$ cat config.mk
export PLATFORM = sky130hd
export DESIGN_NAME = waveword_encoder
export DESIGN_NICKNAME = d
export VERILOG_FILES = /design/src/rtl/waveword_encoder.sv
export SDC_FILE = /design/constraint.sdc
export NUM_CORES = 1
export LEC_CHECK = 0
export ABC_AREA = 1
export BUFFER_PORTS_ARGS = -buffer_cell sky130_fd_sc_hd__buf_2
export CAP_MARGIN = 20
export CORE_MARGIN = 4
export CORE_UTILIZATION = 59
export DETAILED_ROUTE_END_ITERATION = 10
export GPL_ROUTABILITY_DRIVEN = 0
export PLACE_DENSITY = 0.77
export SYNTH_ARGS = -nofsm -noshare
export SYNTH_HDL_FRONTEND = slang
export SYNTH_SLANG_ARGS = --single-unit
$ cat constraint.sdc
create_clock -name clk -period 2.89 [get_ports clk]
set_clock_uncertainty 0.1 [all_clocks]
set_input_delay 0.4335 -clock clk [delete_from_list [all_inputs] [get_ports clk]]
set_output_delay 0.4335 -clock clk [all_outputs]
set_load 0.05 [all_outputs]
$ cat src/rtl/waveword_encoder.sv
// waveword_encoder: turns ramp segments (start, end, sample count) into packed
// waveWords {start[31:22], step[21:8], samples[7:0]} for the DA wave-word
// controller. The per-sample step is |end-start|<<6 divided by the sample count
// with a 16-cycle restoring divider. After the last segment a terminator word
// (samples = 0) is issued so the controller can finish the wave.
//
// Build option: define WWENC_SLOPE_SAT_EN to clamp out-of-range steps to
// +/-8191 and flag them on slope_sat; otherwise the step wraps to 14 bits.
//
// state   | meaning
// --------+-----------------------------------------------------------
// S_IDLE  | waiting for a segment, seg_ready high
// S_DIV   | 16 restoring-division cycles, one quotient bit per cycle
// S_ISSUE | ww_req pulse for the segment word
// S_WAIT  | holding the segment word until ww_done
// S_TERM  | ww_req pulse for the terminator word
// S_TWAIT | holding the terminator word until ww_done
// S_DONE  | seq_done pulse

module waveword_encoder (
    input  logic        clk,
    input  logic        rstn,
    input  logic        seg_valid,
    output logic        seg_ready,
    input  logic [9:0]  seg_start,
    input  logic [9:0]  seg_end,
    input  logic [7:0]  seg_samples,
    input  logic        seg_last,
    output logic        ww_req,
    output logic [31:0] ww_word,
    input  logic        ww_done,
    output logic        busy,
    output logic        seq_done,
    output logic        slope_sat
);

    typedef enum logic [2:0] {
        S_IDLE, S_DIV, S_ISSUE, S_WAIT, S_TERM, S_TWAIT, S_DONE
    } state_t;

    state_t      state;
    logic [9:0]  start_q;
    logic [9:0]  end_q;
    logic [7:0]  samples_q;
    logic        last_q;
    logic        neg_q;
    logic [15:0] dvd_q;
    logic [7:0]  rem_q;
    logic [15:0] quo_q;
    logic [3:0]  cnt_q;

    logic [10:0] delta_in;
    logic [9:0]  mag_in;
    logic [8:0]  shifted;
    logic        ge;
    logic [7:0]  rem_sub;
    logic [7:0]  rem_next;
    logic [15:0] quo_next;
    logic [13:0] quo_neg;
    logic [13:0] step;
    logic        sat_bit;

    assign seg_ready = (state == S_IDLE);
    assign busy      = (state != S_IDLE);

    // Magnitude of the incoming level change; sign is kept separately so the
    // divider only ever works on unsigned values.
    always_comb begin
        delta_in = {1'b0, seg_end} - {1'b0, seg_start};
        mag_in   = delta_in[10] ? (~delta_in[9:0] + 10'd1) : delta_in[9:0];
    end

    // One restoring-division step plus the final step formatting, which is
    // only consumed on the last DIV cycle.
    always_comb begin
        shifted  = {rem_q, dvd_q[15]};
        ge       = (shifted >= {1'b0, samples_q});
        rem_sub  = 8'(shifted - {1'b0, samples_q});
        rem_next = ge ? rem_sub : shifted[7:0];
        quo_next = {quo_q[14:0], ge};
        quo_neg  = ~quo_next[13:0] + 14'd1;
`ifdef WWENC_SLOPE_SAT_EN
        sat_bit  = |quo_next[15:13];
        if (sat_bit)
            step = neg_q ? 14'h2001 : 14'h1FFF;
        else
            step = neg_q ? quo_neg : quo_next[13:0];
`else
        sat_bit  = 1'b0;
        step     = neg_q ? quo_neg : quo_next[13:0];
`endif
    end

    // Sequencing FSM with registered handshake outputs.
    always_ff @(posedge clk or negedge rstn) begin
        if (!rstn) begin
            state     <= S_IDLE;
            start_q   <= '0;
            end_q     <= '0;
            samples_q <= '0;
            last_q    <= 1'b0;
            neg_q     <= 1'b0;
            dvd_q     <= '0;
            rem_q     <= '0;
            quo_q     <= '0;
            cnt_q     <= '0;
            ww_req    <= 1'b0;
            ww_word   <= '0;
            seq_done  <= 1'b0;
            slope_sat <= 1'b0;
        end else begin
            case (state)
                S_IDLE: begin
                    if (seg_valid) begin
                        start_q   <= seg_start;
                        end_q     <= seg_end;
                        samples_q <= seg_samples;
                        last_q    <= seg_last;
                        neg_q     <= delta_in[10];
                        dvd_q     <= {mag_in, 6'b0};
                        rem_q     <= '0;
                        quo_q     <= '0;
                        cnt_q     <= 4'd15;
                        slope_sat <= 1'b0;
                        if (seg_samples == 8'd0) begin
                            // An empty segment closes the sequence at its start level.
                            ww_word <= {seg_start, 22'd0};
                            ww_req  <= 1'b1;
                            state   <= S_TERM;
                        end else begin
                            state   <= S_DIV;
                        end
                    end
                end
                S_DIV: begin
                    dvd_q <= {dvd_q[14:0], 1'b0};
                    rem_q <= rem_next;
                    quo_q <= quo_next;
                    cnt_q <= cnt_q - 4'd1;
                    if (cnt_q == 4'd0) begin
                        ww_word   <= {start_q, step, samples_q};
                        slope_sat <= sat_bit;
                        ww_req    <= 1'b1;
                        state     <= S_ISSUE;
                    end
                end
                S_ISSUE: begin
                    ww_req <= 1'b0;
                    state  <= S_WAIT;
                end
                S_WAIT: begin
                    if (ww_done) begin
                        slope_sat <= 1'b0;
                        if (last_q) begin
                            ww_word <= {end_q, 22'd0};
                            ww_req  <= 1'b1;
                            state   <= S_TERM;
                        end else begin
                            state   <= S_IDLE;
                        end
                    end
                end
                S_TERM: begin
                    ww_req <= 1'b0;
                    state  <= S_TWAIT;
                end
                S_TWAIT: begin
                    if (ww_done) begin
                        seq_done <= 1'b1;
                        state    <= S_DONE;
                    end
                end
                S_DONE: begin
                    seq_done <= 1'b0;
                    state    <= S_IDLE;
                end
                default: state <= S_IDLE;
            endcase
        end
    end

endmodule
==> reports/results.ini, run 1 <==
[status]
outcome = finished clean

[route]
post_drt_via_cell_ratio = 5.48
ant_nets = 0
wirelength_um = 13300
drc = 0
drtIter0Drc = 306
routedWlPerCell_um = 14.2
vias = 5160
dr.pass1.iters = 5

[worst_setup_path]
timing.rr.start = samples_q[6]
r2r_slack_ps = 240
critPathMaxStageDelay_ps = 360
crit_type = reg2reg
reg2reg_depth = 16
cp.arrival_ps = 2830
critical-path-slowest-cell = dfrtp_1
required_ps = 3070
path_max_fanout = 5
setup.worst_path.start = samples_q[6]
cp-start-kind = flip-flop
crit_chain = inv_1, ha_1, a21oi_1, o21ai_0, nor2_2, nand2_2, inv_1, ha_1, inv_1, nor2_2, nand3_2, nor2_2, a31oi_1, xor2_1, nand2_1, nand2_1
critPathCaptureType = flip-flop
rr_endpoint = ww_word[20]

[power]
sw_frac_of_total_pct = 49.1
p_comb_share_pct = 55.4
powerDensity_mw_per_mm2 = 1130
irDropWorstVdd_mv = 0.596
p_leak_uw = 0.00342
p_seq_share_pct = 31.0
switching_power_uw = 3630
p_int_uw = 3760
p_clk_share_pct = 13.6

[sta]
finalHoldViolCount = 0
drv_slew = 0
fmax_mhz = 377
relSlewSlack_pct = 40.4
fin_setup_tns_ps = 0
post-route-period-util_pct = 91.7
min_period_ps = 2650
rsz0062_at_grt = false
finalSetupViolCount = 0
hold_ws_ps = 79.2
tightest_slew_ps = 894

[placement]
hpwl_um = 9860
portBuffers = 68

[synth]
synth-compound-area-share_pct = 14.7
ys_types = 46
yosys_most_used_dff = dfrtp_1
synth_edf_count = 0
synth.area.top_cells = dfrtp_1 (44%), nand2_1 (14%), inv_1 (5.9%)
synth.top_cell.area_share_pct = 43.7
yosys_warnings = 0
synthXorXnorAreaFrac_pct = 1.35
syn_nets = 794
synth-simple-area-share_pct = 25.7
synth_top_area_cell = dfrtp_1
synth_top_family_by_area = simple AND/OR/NAND/NOR gates
synthMuxAreaShare_pct = 0
synth-seq-cells = 102
synthCells = 738
synth_area_sq_mm = 0.00584
avgSynthCellArea_sq_um = 7.91
synthAdderAreaFrac_pct = 5.19
synth-async-reset-ratio_pct = 100
ys_seq_area_share_pct = 43.7

[finish]
n_antenna_cell = 0
drive_gt1_share_pct = 18.1
syn2layout_area_growth_pct = 11.5
final_util_pct = 67.2
fillers = 838
final_net_count = 859

[floorplanning]
row_count = 36
start_util_pct = 60.3
die_w_um = 107
dieArea_sq_mm = 0.0116
die_h_um = 107
coreArea_sq_mm = 0.00968
io_pins = 70

[grt]
grt_pass1_vias = 4929
grt.total_usage_pct = 24.4
grt_max_degree = 74
antenna_found_initial = 0
grt_pass1_wl_um = 22700
overflow = 0

[clocking]
tritoncts = yes
root_buffer = clkbuf_8
clock_path_buffers = 2
clk_pin_slew_worst_paths_ps = 100
cts_buffers = 9
clock_sink_count = 102
insertion_delay_ps = 380
htree_levels = 3

[run]
drv_cap = 0

[hold_path]
hp-class = in2async

kinds of logic after synthesis:
logic type                 Yosys count
DFF                                102
other                                1
buffers and inverters              123
adders and majority gates           23
and+or+nand+nor                    341
xor gates and xnor gates             9
AOI/OAI and AO/OA                  139
flip-flops by register name (all words and copies together), names as in the netlist, 3 cells and up:
| signal | count |
|---|---|
| rem_q | 8 |
| end_q | 10 |
| dvd_q | 10 |
| ww_word | 32 |
| cnt_q | 4 |
| start_q | 10 |
| quo_q | 13 |
| state | 3 |
| samples_q | 8 |
how the worst max path moves through the flow:
stage	endpoint
after global routing	ww_word[20]
final	ww_word[20]
after floorplan	ww_word[20]
after CTS	ww_word[16]
after detailed placement	ww_word[16]
after global placement	ww_word[20]
metal layers:
metal	GRT usage, %	wire [um]
met1	32.6	5930
met2	40.6	6450
met3	5.70	769
met5	0	0
met4	5.77	182
repair_timing:
item	CTS	global route
hold buffers	0	0
setup endpoints to repair	0	4
buffers inserted	0	1
gates resized for setup	0	8
metrics by stage:
stage	setup slack, ps	power [uW]	instances	cell area, sq um
floorplan	421	5540	738	5840
global placement	314	6170	924	6250
detailed placement	169	6300	924	6250
CTS	127	7320	940	6480
global route	31.1	7970	941	6510
finish	240	7390	941	6510
power by group through the flow:
stage / registers, uW / clock network, uW / logic, uW
detailed placement: 2310 / 0 / 3990
CTS: 2280 / 1020 / 4020
global route: 2350 / 1080 / 4540
global placement: 2280 / 0 / 3890
floorplan: 2620 / 0 / 2930
finish: 2290 / 1000 / 4100
cell usage after synthesis (7+ instances only):
cell and number:
a21oi_1 19, a22oi_1 10, a31oi_2 7, buf_2 11, dfrtp_1 102, ha_1 21, inv_1 92, nand2_1 219
nand3_1 42, nand4_1 9, nor2_1 36, nor2_2 10, o21ai_0 59, o22ai_1 18
cell type report:
class	count	area (sq um)	area share [%]
Timing Repair Buffer	78	418	6.42
Tap cell	133	166	2.56
Inverter	99	377	5.79
Clock inverter	7	97.6	1.50
Multi-Input combinational cell	513	2770	42.6
Clock buffer	9	124	1.90
Sequential cell	102	2550	39.2
cells in the final DEF, fill, tap and decap left out, drive strengths merged, types with 2 or more instances in the layout:
master    instances
o21ai            68
xnor2             5
nand3            45
clkbuf            9
nor3              5
buf              78
fa                2
clkinv            2
inv             100
nand4             9
a21oi            20
a22oi            10
dfrtp           102
ha               21
o21bai            4
or2               2
bufinv            2
o211ai            2
nand3b            4
a31oi            13
nand2           224
nor2             50
o22ai            18
clkinvlp          2
xor2              4
critical path: cells and delay by family (launching register included):
family,cells,cell delay (ps)
AND/OR/NAND/NOR,7,740
adder cells (fa/ha/maj),2,520
AO/OA/AOI/OAI,3,400
flip-flops,1,360
buffers and inverters,3,250
XOR/XNOR,1,150
No activity file was read; power rests on OpenSTA's default activity.
==> inputs of run 2 (changes only) <==
--- a/config.mk
+++ b/config.mk
@@ -5,14 +5,14 @@
 export SDC_FILE = /design/constraint.sdc
 export NUM_CORES = 1
 export LEC_CHECK = 0
-export ABC_AREA = 1
+export ABC_AREA = 0
 export BUFFER_PORTS_ARGS = -buffer_cell sky130_fd_sc_hd__buf_2
 export CAP_MARGIN = 20
 export CORE_MARGIN = 4
-export CORE_UTILIZATION = 59
+export CORE_UTILIZATION = 58
 export DETAILED_ROUTE_END_ITERATION = 10
 export GPL_ROUTABILITY_DRIVEN = 0
-export PLACE_DENSITY = 0.77
+export PLACE_DENSITY = 0.76
 export SYNTH_ARGS = -nofsm -noshare
 export SYNTH_HDL_FRONTEND = slang
 export SYNTH_SLANG_ARGS = --single-unit
==> run 2 against run 1 <==
Area after synthesis fell by 5.0%. Power increased by 6.7%. Fmax grew 0.21%. The run now ends with hold timing left. Synthesized cell count decreased by 15%. Utilization rose by 0.54 points. Highest routed layer unchanged. Clock power increased by 6%. Non-clock buffer count grew 3.
==> reports/results.ini, run 2 <==
[synth]
synthTopCellsByCount = nand2_1 (114), dfrtp_1 (102), o21ai_0 (65)
synth_area_sq_mm = 0.00555  ; -5.0%
ys_seq_area_share_pct = 46.0  ; +2.3 points
syn_nets = 682  ; -14%
synth-async-reset-ratio_pct = 100  ; unchanged
synthCells = 626  ; -15%
ys_types = 59  ; +28%
yosys_warnings = 0  ; unchanged
yosysMostFrequentCell = nand2_1
synth_top_area_cell = dfrtp_1
synth.top_cell.area_share_pct = 46.0  ; +2.3 points
synth.area.top_cells = dfrtp_1 (46%), nand2_1 (7.7%), o21ai_0 (5.9%)
synth_edf_count = 0  ; unchanged
yosys_most_used_dff = dfrtp_1
avgSynthCellArea_sq_um = 8.86  ; +12%
synth-seq-cells = 102  ; unchanged

[route]
routedWlPerCell_um = 15.0  ; +5.6%
post_drt_via_cell_ratio = 5.65  ; +3.0%
drc = 0  ; unchanged
wirelength_um = 12200  ; -8.2%
drtIter0Drc = 166  ; -46%
ant_nets = 0  ; unchanged
dr.pass1.iters = 5  ; unchanged
vias = 4621  ; -10%

[hold_path]
hp-class = in2async

[sta]
finalHoldViolCount = 13  ; +13
drv_slew = 0  ; unchanged
post-route-period-util_pct = 91.5  ; -0.19 points
finalSetupViolCount = 0  ; unchanged
hold_ws_ps = -16.3  ; -95.5 ps
min_period_ps = 2640  ; -5.56 ps
tightest_slew_ps = 653  ; -242 ps
relSlewSlack_pct = 56.5  ; +16 points
fin_setup_tns_ps = 0  ; unchanged
fmax_mhz = 378  ; +0.21%
rsz0062_at_grt = false

[finish]
reg.largest.list = ww_word (32), quo_q (13)
final_common_cell = nand2_1
final_util_pct = 67.7  ; +0.54 points
largest_register = ww_word
final_net_count = 740  ; -14%
n_antenna_cell = 0  ; unchanged
finalNonFillerCells = 818  ; -13%
mostFrequentLayoutCells = nand2_1 (113), dfrtp_1 (102), buf_2 (67)
syn2layout_area_growth_pct = 13.4
drive_gt1_share_pct = 15.7  ; -2.4 points
largest_reg_flops = 32  ; unchanged

[floorplanning]
dieArea_sq_mm = 0.0112  ; -3.1%
die_h_um = 106  ; -1.6%
die_w_um = 106  ; -1.6%
start_util_pct = 59.7  ; -0.54 points
io_pins = 70  ; unchanged
coreArea_sq_mm = 0.00928  ; -4.1%
row_count = 35  ; -2.8%

[clocking]
hold_buffers = 0  ; unchanged
root_buffer = clkbuf_8
clk_pin_slew_worst_paths_ps = 100  ; about the same
htree_levels = 3  ; unchanged
clock_sink_count = 102  ; unchanged
tritoncts = yes
clock_path_buffers = 2  ; unchanged
insertion_delay_ps = 370  ; about the same
cts_setup_buffers = 0  ; unchanged
cts_buffers = 9  ; unchanged
cts_resized = 0  ; unchanged

[worst_setup_path]
critPathMaxStageDelay_ps = 450  ; +90 ps
cp.arrival_ps = 2810  ; -20 ps
path_max_fanout = 7  ; +2
cp-start-kind = flip-flop
crit_type = reg2reg
critPathCaptureType = flip-flop
crit_chain = inv_1, ha_1, and3_1, a2111oi_2, o21ai_2, buf_4, o41ai_1, xnor2_1, a22o_1
critical-path-slowest-cell = o41ai_1
required_ps = 3060  ; about the same
r2r_slack_ps = 250  ; about the same

[grt]
grt_pass1_vias = 4529  ; -8.1%
grt_max_degree = 54  ; -27%
grt_pass1_wl_um = 21100  ; -7.3%
antenna_found_initial = 0  ; unchanged
grt.total_usage_pct = 22.9  ; -1.5 points
overflow = 0  ; unchanged

[placement]
hpwl_um = 8730  ; -11%
placed_cells = 801  ; -13%
portBuffers = 68  ; unchanged

[status]
outcome = complete, but fails checks
violations = hold timing

[power]
power.total_uw = 7880  ; +6.7%
powerDensity_mw_per_mm2 = 1250  ; +10%
irDropWorstVdd_mv = 0.498  ; -16%
p_leak_uw = 0.00308  ; -9.9%

[run]
drv_cap = 0  ; unchanged

==> run 2: changes by cell type in the layout (fill, tap and decap cells not counted), sizes merged, moves of 8 or more <==
| cell | change |
|---|---|
| a21oi | +16 |
| a22o | +17 |
| a31oi | -9 |
| inv | -70 |
| mux2i | +13 |
| nand2 | -110 |
| nand2b | +8 |
| nand3 | -20 |
| nand4 | -9 |
| o22ai | -14 |
| xnor2 | +9 |
| xor2 | +10 |
==> run 2: per-layer routing <==
layer / global-route usage, % / wire length [um] / vias up
met1: 28.9 / 5340 / 2240
met5: 0 / 0 / -
met3: 3.61 / 356 / 18
met2: 40.7 / 6360 / 79
met4: 6.48 / 171 / 0
li1: - / - / 2284
==> run 2: critical path: cells and delay by family, from the launching register on <==
family / cells / cell delay (ps)
DFF: 1 / 350
and+or+nand+nor: 1 / 230
buffers and inverters: 2 / 240
adders and majority gates: 1 / 350
xor gates and xnor gates: 1 / 120
AOI/OAI and AO/OA: 4 / 1170
==> run 2: final timing paths <==
check / from / end / depth (start not counted)
min: rstn / ww_word[5] / 1
min in group clk: seg_last / last_q / 3
max: samples_q[6] / ww_word[17] / 9
min reg2reg: ww_word[22] / ww_word[22] / 2
max in group asynchronous: rstn / start_q[6] / 2
max reg2reg: samples_q[6] / ww_word[17] / 9
==> run 2: cells by family (layout without fill, tap and decap cells) <==
family	Yosys count	in the layout	share of synthesized area [%]
compound gates	168	168	19.0
xor+xnor	28	28	4.42
fa+ha+maj	23	23	5.46
buf+inv	65	128	4.76
flops	102	102	46.0
mux	13	13	2.35
other cells	1	1	0.0676
simple gates	226	226	17.9
==> run 2: metrics by stage <==
step	hold slack, ps	setup WS, ps	instance area, sq um
2_1_floorplan	37.9	114	5550
3_3_place_gp	358	182	6020
3_5_place_dp	365	35.9	6020
4_1_cts	9.36	218	6260
5_1_grt	31.4	9.15	6290
6_report	-16.3	245	6290
==> run 2: final cells by class <==
cell class	instances	area [sq um]
multi-input cells	459	2750
repair buffers	81	473
well taps	129	161
flip-flops and latches	102	2550
fillers	773	3000
inverters	31	116
clock buffers	9	124
clock inverters	7	113
==> run 2: power by group <==
part	internal, uW	switching, uW	total, uW	leakage [uW]
logic	1590	2730	4320	0.00165
clock network	571	487	1060	0.000119
registers	2030	473	2500	0.00130
==> inputs of run 3 (changes only) <==
--- a/config.mk
+++ b/config.mk
@@ -9,10 +9,11 @@
 export BUFFER_PORTS_ARGS = -buffer_cell sky130_fd_sc_hd__buf_2
 export CAP_MARGIN = 20
 export CORE_MARGIN = 4
-export CORE_UTILIZATION = 58
+export CORE_UTILIZATION = 53
 export DETAILED_ROUTE_END_ITERATION = 10
 export GPL_ROUTABILITY_DRIVEN = 0
-export PLACE_DENSITY = 0.76
+export PLACE_DENSITY = 0.73
+export REMOVE_ABC_BUFFERS = 1
 export SYNTH_ARGS = -nofsm -noshare
 export SYNTH_HDL_FRONTEND = slang
 export SYNTH_SLANG_ARGS = --single-unit
==> constraint.sdc (replaced) <==
create_clock -name clk -period 2.37 [get_ports clk]
set_clock_uncertainty 0.1 [all_clocks]
set_input_delay 0.3555 -clock clk [delete_from_list [all_inputs] [get_ports clk]]
set_output_delay 0.3555 -clock clk [all_outputs]
set_load 0.05 [all_outputs]
==> run 3 against run 2 <==
The flow finishes with violations (setup timing). Fmax rose by 9.2%. Utilization decreased by 1.4 points. Cell area increased by 8.4%. Combinational power increased by 47%. Sequential cell count is the same. Critical endpoint is now ww_word[15].
==> reports/results.ini, run 3 (synthesis results as in run 2) <==
[finish]
mostFrequentLayoutCells = nand2_1 (110), dfrtp_1 (102), buf_2 (67)
largest_reg_flops = 32  ; unchanged
layout.area.seq_sq_mm = 0.00255  ; unchanged
fillers = 882  ; +14%
final_net_count = 788  ; +6.5%
multiInputGateArea_sq_mm = 0.00294  ; +6.9%
final_util_pct = 66.3  ; -1.4 points
largest_register = ww_word
final_common_cell = nand2_1
syn2layout_area_growth_pct = 22.9
reg.largest.list = ww_word (32), quo_q (13)
final_area_sq_mm = 0.00682  ; +8.4%
n_antenna_cell = 0  ; unchanged
finalNonFillerCells = 871  ; +6.5%
drive_gt1_share_pct = 24.6  ; +9.0 points

[worst_setup_path]
critPathCaptureType = flip-flop
path_max_fanout = 5  ; -2
crit_buf_inv = 1  ; -1
critical-path-slowest-cell = dfrtp_1
crit_chain = ha_4, and3_4, a2111oi_4, o21ai_2, buf_6, o41a_1, xor2_1, a22o_1
r2r_slack_ps = -50  ; -300 ps
timing.rr.start = rem_q[5]
crit_type = reg2reg
rr_endpoint = ww_word[15]
cp-start-kind = flip-flop
cp.arrival_ps = 2590  ; -220 ps
reg2reg_depth = 8  ; -1
critPathMaxStageDelay_ps = 430  ; -20 ps
required_ps = 2540  ; -520 ps
critPathTopFamily = compound AO/OA/AOI/OAI gates

[power]
p_leak_uw = 0.00332  ; +8.0%
p_clk_share_pct = 10.0  ; -3.4 points
sw_frac_of_total_pct = 45.9  ; -0.97 points
p_int_uw = 5630  ; +35%
p_comb_share_pct = 60.8  ; +6.0 points
p_seq_share_pct = 29.2  ; -2.5 points
irDropWorstVdd_mv = 0.842  ; +69%
powerDensity_mw_per_mm2 = 1530  ; +22%
switching_power_uw = 4780  ; +29%

[sta]
relSlewSlack_pct = 62.4  ; +5.9 points
fmax_mhz = 413  ; +9.2%
drv_slew = 0  ; unchanged
finalSetupViolCount = 2  ; +2
finalHoldViolCount = 0  ; -13
post-route-period-util_pct = 102  ; +11 points
rsz0062_at_grt = true
hold_ws_ps = 87.7  ; +104 ps
min_period_ps = 2420  ; -223 ps
tightest_slew_ps = 561  ; -92.0 ps
fin_ws_ps = -51.9  ; -297 ps

[status]
violations = setup timing
outcome = complete, but fails checks

[route]
drtIter0Drc = 219  ; +32%
post_drt_via_cell_ratio = 5.49  ; -2.8%
dr.pass1.iters = 4  ; -1
drc = 0  ; unchanged
wirelength_um = 12900  ; +5.6%
ant_nets = 0  ; unchanged
vias = 4785  ; +3.5%
routedWlPerCell_um = 14.8  ; -0.87%

[grt]
grt_pass1_wl_um = 21400  ; +1.5%
grt.total_usage_pct = 22.3  ; -0.62 points
grt_max_degree = 44  ; -19%
overflow = 0  ; unchanged
grt_pass1_vias = 4599  ; +1.5%
antenna_found_initial = 0  ; unchanged

[placement]
hpwl_um = 9170  ; +5.1%
placed_cells = 845  ; +5.5%
portBuffers = 68  ; unchanged
preCtsSetupSlack_ps = -283  ; -319 ps
placed_area_sq_mm = 0.00632  ; +4.9%

[hold_path]
hold_depth = 3
whs_endpoint = last_q
hp-class = in2reg
hp-start = seg_last

[floorplanning]
io_pins = 70  ; unchanged
die_h_um = 110  ; +4.3%
coreArea_sq_mm = 0.0103  ; +11%
die_w_um = 110  ; +4.3%
dieArea_sq_mm = 0.0122  ; +8.7%
start_util_pct = 54.0  ; -5.8 points
row_count = 37  ; +5.7%

[run]
drv_cap = 0  ; unchanged

[clocking]
root_buffer = clkbuf_8
clock_path_buffers = 2  ; unchanged
cts_buffers = 9  ; unchanged
tritoncts = yes
clock_sink_count = 102  ; unchanged
htree_levels = 3  ; unchanged
clk_pin_slew_worst_paths_ps = 90  ; about the same
insertion_delay_ps = 370  ; about the same

run 3: cell count changes in the layout (fill, tap and decap cells not counted), sizes merged:
cell         before  now
buf              81  127
bufinv            3    1
clkbuf            9   13
clkinv            4    1
clkinvlp          1    0
dlygate4sd3       0    1
inv              30   31
run 3: worst reg2reg max path, stage by stage (launching register included):
cell and delay, ps:
dfrtp_1 430, ha_4 260, and3_4 200, a2111oi_4 310
o21ai_2 130, buf_6 150, o41a_1 420, xor2_1 150
a22o_1 170
run 3: routing by layer:
layer	global-route usage, %	vias up	share of wire, %
li1	-	2382	-
met1	27.3	2299	43
met2	40.1	94	52
met3	5.24	10	4.1
met4	4.75	0	0.97
met5	0	-	0
run 3: stage by stage:
step	total power [uW]	setup TNS, ps
after global routing	11300	-597
after CTS	9990	-94.1
after floorplan	6820	-120360
after detailed placement	8580	-2930
final	10400	-57.7
after global placement	8370	-1690
run 3: repair_timing:
action | in CTS | in global routing
hold buffers | 1 | 0
setup endpoints to repair | 12 | 17
cloned | 0 | 1
pin swaps | 5 | 19
setup buffers | 5 | 5
hold endpoints to repair | 24 | 0
gates resized for setup | 20 | 26
run 3: worst max-delay path by stage:
stage | startpoint | endpoint | slack (ps) | cells after the start
final | rem_q[5] | ww_word[15] | -50 | 8
after global routing | samples_q[7] | ww_word[15] | -120 | 9
after CTS | samples_q[6] | ww_word[15] | -30 | 10
after detailed placement | seg_end[0] | dvd_q[13] | -280 | 13
after global placement | seg_end[0] | dvd_q[13] | -230 | 13
after floorplan | state[1] | dvd_q[13] | -1750 | 5
run 3: final cells by class:
cell class / count / share of cell area [%]
repair buffers: 129 / 12.8
flip-flops and latches: 102 / 37.4
clock inverters: 2 / 0.514
clock buffers: 12 / 1.98
multi-input cells: 459 / 43.1
inverters: 31 / 1.71
well taps: 136 / 2.50
run 3: power by group through the flow:
stage               logic, uW  clock network (uW)  registers (uW)
floorplan                3130                   0            3690
global placement         5370                   0            3010
detailed placement       5540                   0            3040
CTS                      5890                1080            3020
global route             6990                1150            3140
finish                   6330                1040            3040
